## config.mk

```make
export PLATFORM = sky130hd
export DESIGN_NAME = dac_spi_tx
export DESIGN_NICKNAME = d
export VERILOG_FILES = /design/src/rtl/dac_spi_tx_pkg.sv /design/src/rtl/dac_spi_tx_sck_divider.sv /design/src/rtl/dac_spi_tx.sv
export SDC_FILE = /design/constraint.sdc
export NUM_CORES = 1
export LEC_CHECK = 0
export ABC_AREA = 1
export ABC_CLOCK_PERIOD_IN_PS = 1600
export BUFFER_PORTS_ARGS = -buffer_cell sky130_fd_sc_hd__buf_2
export CORE_ASPECT_RATIO = 1.75
export CORE_MARGIN = 4
export CORE_UTILIZATION = 35
export DETAILED_ROUTE_END_ITERATION = 10
export HOLD_SLACK_MARGIN = 0.15
export PLACE_DENSITY_LB_ADDON = 0.25
export SLEW_MARGIN = 30
export SYNTH_ARGS = -nofsm -noshare
export SYNTH_HDL_FRONTEND = slang
export SYNTH_SLANG_ARGS = --single-unit
```

## constraint.sdc

```tcl
create_clock -name sysclk -period 1.6 [get_ports sysclk]
set_input_delay 0.16 -clock sysclk [delete_from_list [all_inputs] [get_ports sysclk]]
set_output_delay 0.16 -clock sysclk [all_outputs]
set_load 0.01 [all_outputs]
```

## src/rtl/dac_spi_tx_pkg.sv

```systemverilog
`default_nettype none
// ============================================================================
// Module   : dac_spi_tx_pkg
// Brief    : Shared audio-path constants, DAC command framing and FSM states.
// Revision : 1.0 - initial release
// ============================================================================
package dac_spi_tx_pkg;

    localparam int unsigned DAC_CMD_BITS  = 16;
    localparam int unsigned DAC_DATA_BITS = 10;

    localparam int unsigned CMD_BUF_POS   = 14;
    localparam int unsigned CMD_GA_POS    = 13;
    localparam int unsigned CMD_SHDN_POS  = 12;
    localparam int unsigned CMD_DATA_LSB  = 2;

    localparam logic [DAC_DATA_BITS-1:0] DAC_OFFSET = 10'h200;

    typedef enum logic [1:0] {
        IDLE  = 2'd0,
        SHIFT = 2'd1,
        CS_HI = 2'd2,
        LDAC  = 2'd3
    } dac_state_e;

    // Bit 15 (write-to-DAC-A select) is always 0; the two LSBs are don't-care.
    function automatic logic [DAC_CMD_BITS-1:0] dac_cmd(
        input logic                     buf_en,
        input logic                     gain_n,
        input logic                     active_n,
        input logic [DAC_DATA_BITS-1:0] sample
    );
        logic [DAC_CMD_BITS-1:0] w_cmd;
        w_cmd                                   = '0;
        w_cmd[CMD_BUF_POS]                      = buf_en;
        w_cmd[CMD_GA_POS]                       = gain_n;
        w_cmd[CMD_SHDN_POS]                     = active_n;
        w_cmd[CMD_DATA_LSB +: DAC_DATA_BITS]    = sample;
        return w_cmd;
    endfunction

endpackage
`default_nettype wire

```

## src/rtl/dac_spi_tx_sck_divider.sv

```systemverilog
`default_nettype none
// ============================================================================
// Module   : dac_spi_tx_sck_divider
// Brief    : Emits a one-cycle phase tick every CLK_DIV cycles; sync clear.
// Revision : 1.0 - initial release
// ============================================================================
module dac_spi_tx_sck_divider #(
    parameter int unsigned CLK_DIV = 25
) (
    input  logic clk,
    input  logic rst,
    input  logic i_clr,
    output logic o_tick
);

    localparam int unsigned           c_DIV_W = $clog2(CLK_DIV);
    localparam logic [c_DIV_W-1:0]    c_TERM  = c_DIV_W'(CLK_DIV - 1);

    logic [c_DIV_W-1:0] r_cnt;

    always_ff @(posedge clk) begin
        if (rst || i_clr) begin
            r_cnt <= '0;
        end else if (r_cnt == c_TERM) begin
            r_cnt <= '0;
        end else begin
            r_cnt <= r_cnt + c_DIV_W'(1);
        end
    end

    assign o_tick = (r_cnt == c_TERM) && !i_clr;

endmodule
`default_nettype wire

```

## src/rtl/dac_spi_tx.sv

```systemverilog
`default_nettype none
// ============================================================================
// Module   : dac_spi_tx
// Brief    : Frames a 10-bit sample into a DAC command and shifts it out on
//            CS/SCK/SDI, then pulses LDAC. One-deep pending sample buffer.
// Revision : 1.0 - initial release
// ============================================================================
module dac_spi_tx
    import dac_spi_tx_pkg::*;
#(
    parameter int unsigned CLK_DIV = 25,
    parameter logic        BUF     = 1'b1,
    parameter logic        GA_N    = 1'b1,
    parameter logic        SHDN_N  = 1'b1
) (
    input  logic                     sysclk,
    input  logic                     reset,
    input  logic [DAC_DATA_BITS-1:0] data_in,
    input  logic                     load,
    output logic                     dac_cs_n,
    output logic                     dac_sck,
    output logic                     dac_sdi,
    output logic                     dac_ld_n,
    output logic                     busy,
    output logic                     done,
    output logic                     overrun
);

    dac_state_e                r_state, w_state_nxt;
    logic [4:0]                r_half, w_half_nxt;
    logic [DAC_CMD_BITS-1:0]   r_word, w_word_nxt;
    logic [DAC_DATA_BITS-1:0]  r_pend;
    logic                      r_pend_vld;
    logic                      r_overrun;
    logic                      w_start;
    logic                      w_tick;
    logic                      w_div_clr;
    logic [3:0]                w_bit_idx;
    logic                      r_cs_n, r_sck, r_sdi, r_ld_n, r_busy, r_done;

    dac_spi_tx_sck_divider #(
        .CLK_DIV (CLK_DIV)
    ) u_sck_divider (
        .clk    (sysclk),
        .rst    (reset),
        .i_clr  (w_div_clr),
        .o_tick (w_tick)
    );

    always_ff @(posedge sysclk) begin
        if (reset) begin
            r_state <= IDLE;
            r_half  <= '0;
            r_word  <= '0;
        end else begin
            r_state <= w_state_nxt;
            r_half  <= w_half_nxt;
            r_word  <= w_word_nxt;
        end
    end

    // r_half counts SCK half-periods: bit 0 is the SCK level, [4:1] the bit slot.
    always_comb begin
        w_state_nxt = r_state;
        w_half_nxt  = r_half;
        w_start     = 1'b0;
        case (r_state)
            IDLE: begin
                if (r_pend_vld || load) begin
                    w_state_nxt = SHIFT;
                    w_half_nxt  = '0;
                    w_start     = 1'b1;
                end
            end
            SHIFT: begin
                if (w_tick) begin
                    if (r_half == 5'd31) begin
                        w_state_nxt = CS_HI;
                        w_half_nxt  = '0;
                    end else begin
                        w_half_nxt  = r_half + 5'd1;
                    end
                end
            end
            CS_HI:   if (w_tick) w_state_nxt = LDAC;
            LDAC:    if (w_tick) w_state_nxt = IDLE;
            default: w_state_nxt = IDLE;
        endcase
        w_word_nxt = w_start ? dac_cmd(BUF, GA_N, SHDN_N, r_pend_vld ? r_pend : data_in)
                             : r_word;
        w_bit_idx  = 4'd15 - w_half_nxt[4:1];
        w_div_clr  = (r_state == IDLE);
    end

    // A queued sample takes priority when leaving IDLE; a coincident load refills the slot.
    always_ff @(posedge sysclk) begin
        if (reset) begin
            r_pend     <= '0;
            r_pend_vld <= 1'b0;
            r_overrun  <= 1'b0;
        end else if (r_state == IDLE) begin
            if (r_pend_vld) begin
                r_pend_vld <= load;
                if (load) r_pend <= data_in;
            end
        end else if (load) begin
            r_pend     <= data_in;
            r_pend_vld <= 1'b1;
            if (r_pend_vld) r_overrun <= 1'b1;
        end
    end

    always_ff @(posedge sysclk) begin
        if (reset) begin
            r_cs_n <= 1'b1;
            r_sck  <= 1'b0;
            r_sdi  <= 1'b0;
            r_ld_n <= 1'b1;
            r_busy <= 1'b0;
            r_done <= 1'b0;
        end else begin
            r_cs_n <= (w_state_nxt != SHIFT);
            r_sck  <= (w_state_nxt == SHIFT) && w_half_nxt[0];
            r_sdi  <= (w_state_nxt == SHIFT) && w_word_nxt[w_bit_idx];
            r_ld_n <= (w_state_nxt != LDAC);
            r_busy <= (w_state_nxt != IDLE);
            r_done <= (r_state == LDAC) && (w_state_nxt == IDLE);
        end
    end

    assign dac_cs_n = r_cs_n;
    assign dac_sck  = r_sck;
    assign dac_sdi  = r_sdi;
    assign dac_ld_n = r_ld_n;
    assign busy     = r_busy;
    assign done     = r_done;
    assign overrun  = r_overrun;

endmodule
`default_nettype wire

```

==> impl_metrics.py <==
metrics = {
    "global_routing": {
        "first_global_vias": 1999,
        "grt_usage": 0.156,
        "overflow": 0,
        "grt_pass1_wl_um": 9200,
        "grt_max_degree": 28,
        "antenna_found_initial": 0,
    },
    "setup_path": {
        "r2r_cells": 15,
        "critPathLaunchType": "register",
        "reg2reg_to": "dac_sdi$_SDFF_PP0_",
        "critical_path_class": "reg -> reg",
        "critPathLaunch": "r_half[0]$_SDFF_PP0_",
        "cp.arrival_ps": 1900,
        "r2r_slack_ps": -100,
        "critPathCapture": "dac_sdi$_SDFF_PP0_",
        "crit_path_end_kind": "register",
        "reg2reg_from": "r_half[0]$_SDFF_PP0_",
        "crit_required_ps": 1800,
        "critPathMaxFanout": 5,
    },
    "sta": {
        "fin_skew_ps": 11.8,
        "relSlewSlack": 0.793,
        "max_clock_freq_mhz": 588,
        "max_slew.worst_pin.slew_ps": 310,
        "setup-tns-final_ps": -225,
        "hold_viol_final": 0,
        "grt_setup_unrepaired": "yes",
        "period_needed_ps": 1700,
        "hold-worst-slack_ps": 200,
        "period_share": 1.06,
        "setup_violations": 4,
        "fin_ws_ps": -102,
        "report.final.slew_viol_count": 0,
    },
    "power_and_ir_drop": {
        "p_leak_nw": 1.39,
        "p_per_area_nw_per_um2": 858,
        "peakVddDrop_mv": 0.834,
    },
    "finish": {
        "post-route-util": 0.495,
        "fill_cells": 623,
        "drive_above_1_share": 0.368,
        "layoutNonFillerInstCount": 455,
        "syn2layout_area_growth_pct": 36.9,
        "final_nets": 391,
        "n_antenna_cell": 0,
    },
    "place": {
        "gp_congestion": 0.854,
        "dp_hpwl_um": 4050,
        "post-place-ws_ps": -154,
        "placed_cells": 429,
        "io_buffers": 19,
    },
    "clock_tree": {
        "clk_pin_slew_ps": 90,
        "cts_sinks": 46,
        "cts.htree.levels": 2,
        "clk_latency_ps": 310,
        "cts_root_buf": "clkbuf_8",
        "cts_tree": "done",
        "cts_max_path_buffers": 2,
        "cts_buffers": 5,
    },
    "synthesis": {
        "yosysWarnings": 0,
        "syn-num-nets": 322,
        "yosys.area.top_type_share": 0.409,
        "yosysSeqAreaShare": 0.409,
        "synthCells": 305,
        "ys.flop_type": "dfxtp_1",
        "postSynth.asyncResetShare": 0,
        "ys_seq_elements": 46,
        "synth_area_leaders": "dfxtp_1 (41%), nor2_1 (8.5%), nand2_1 (8.3%)",
        "synth_edf_count": 0,
        "syn_area_um2": 2250,
        "yosysTopAreaCell": "dfxtp_1",
        "syn-mean-instance-area_um2": 7.38,
        "synthDistinctLibCells": 34,
    },
    "die": {
        "initial_core_util": 0.362,
        "dieWidth_um": 68.6,
        "fp-row-count": 38,
        "core-area_um2": 6230,
        "ioPinCount": 20,
        "die_h_um": 114,
        "dieArea_um2": 7830,
    },
    "run_status": {
        "outcome": "complete, but fails checks",
        "violations": "negative setup slack",
    },
    "run": {
        "cap_violations": 0,
    },
    "drt": {
        "vias": 2110,
        "drc_errors": 0,
        "ant_nets": 0,
        "wl_um": 5470,
        "wl_per_cell_um": 12.0,
        "routed_via_density": 4.64,
        "dr.pass1.iters": 4,
        "drt_iter0_markers": 32,
    },
    "worst_hold_path": {
        "min_path_type": "in -> reg",
        "min_from": "load",
    },
}
-- timing repair --
action | in CTS | in global routing
buffers inserted | 3 | 4
gates resized for setup | 10 | 27
setup endpoints to repair | 5 | 14
endpoints found under the hold margin | 10 | 0
hold buffers | 10 | 0
pin swaps | 21 | 14
cloned | 0 | 1
-- synthesized netlist by cell type, types with 2 or more instances --
cell type / instances
a21oi_1: 12
buf_6: 3
clkbuf_1: 4
dfxtp_1: 46
ha_1: 4
inv_1: 35
inv_2: 7
nand2_1: 50
nand2_2: 5
nand2_4: 5
nand3_1: 22
nor2_1: 51
nor2_4: 5
nor3_1: 2
o211ai_1: 3
o21ai_0: 19
o21ai_1: 8
o21ai_2: 8
-- flip-flops by register name, summed over array words and instances (netlist names) --
name	flops
r_word	16
r_pend	10
r_half	5
u_sck_divider.r_cnt	5
r_state	2
busy	1
dac_cs_n	1
dac_ld_n	1
dac_sck	1
dac_sdi	1
done	1
overrun	1
r_pend_vld	1
-- where the power goes --
group	total [W]	switching [W]	internal, W
clock network	0.000872	0.000404	0.000468
registers	0.00125	0.0000309	0.00122
logic	0.000523	0.000293	0.000230
total	0.00265	0.000728	0.00192
-- routing by layer --
layer | GRT usage | part of all wire | vias to the layer above
li1 | - | - | 1109
met1 | 0.173 | 0.39 | 967
met2 | 0.278 | 0.56 | 25
met3 | 0.0324 | 0.023 | 9
met4 | 0.0598 | 0.029 | 0
met5 | 0 | 0 | -
-- metrics by stage --
step / total power (W) / instance area, µm²
CTS: 0.00265 / 2960
detailed placement: 0.00175 / 2690
floorplan: 0.00159 / 2290
global route: 0.00280 / 3080
finish: 0.00265 / 3080
global placement: 0.00174 / 2690
-- logic make-up after synthesis --
family / after synthesis / share of synthesized area
buffers and inverters: 52 / 0.106
DFF: 46 / 0.409
adders and majority gates: 4 / 0.0222
and+or+nand+nor: 146 / 0.308
AOI/OAI and AO/OA: 56 / 0.152
xor gates and xnor gates: 1 / 0.00389
-- critical path, stage by stage (launching register included) --
cell     delay (ps)
dfxtp_2         360
ha_4            140
nand2_2          60
nor2_2           90
ha_2            220
inv_4            50
nand3_2          60
nand3_2          60
nand3_2          80
nand2_4          90
inv_4            90
nand2_1          50
nand2_1          70
nor2_2           40
nor2_1          100
nor2_1           40
-- cells in the final DEF (no fill, tap or decap), types with 7 or more instances in the layout --
master / synthesis / final
nand2_4: 5 / 8
o21ai_2: 8 / 10
nor2_4: 5 / 7
nand3_2: 0 / 7
buf_4: 1 / 37
buf_2: 0 / 19
nand2_1: 50 / 45
dfxtp_1: 46 / 40
nor2_1: 51 / 47
a21oi_1: 12 / 12
o21ai_0: 19 / 18
nand2_2: 5 / 8
dlygate4sd3_1: 0 / 10
inv_1: 35 / 30
inv_2: 7 / 9
nand3_1: 22 / 15
-- area by class of cell --
type	instances	area, µm²	area share
inverter	43	174	0.0564
clock buffer	6	72.6	0.0235
sequential	46	931	0.302
timing repair buffer	70	536	0.174
multi-input combinational	208	1230	0.400
clock inverter	2	36.3	0.0118
tap	80	100	0.0325
-- how the worst min path moves through the flow --
stage                             end  slack, ps  cells after the start
2_1_floorplan  r_pend[0]$_SDFFE_PP0P_        290                      2
3_3_place_gp   r_pend[8]$_SDFFE_PP0P_        400                      3
3_5_place_dp   r_pend[8]$_SDFFE_PP0P_        410                      3
4_1_cts          overrun$_SDFFE_PP0P_        210                      3
5_1_grt          overrun$_SDFFE_PP0P_        220                      3
6_report         overrun$_SDFFE_PP0P_        200                      3
No activity file was read; power rests on OpenSTA's default activity.
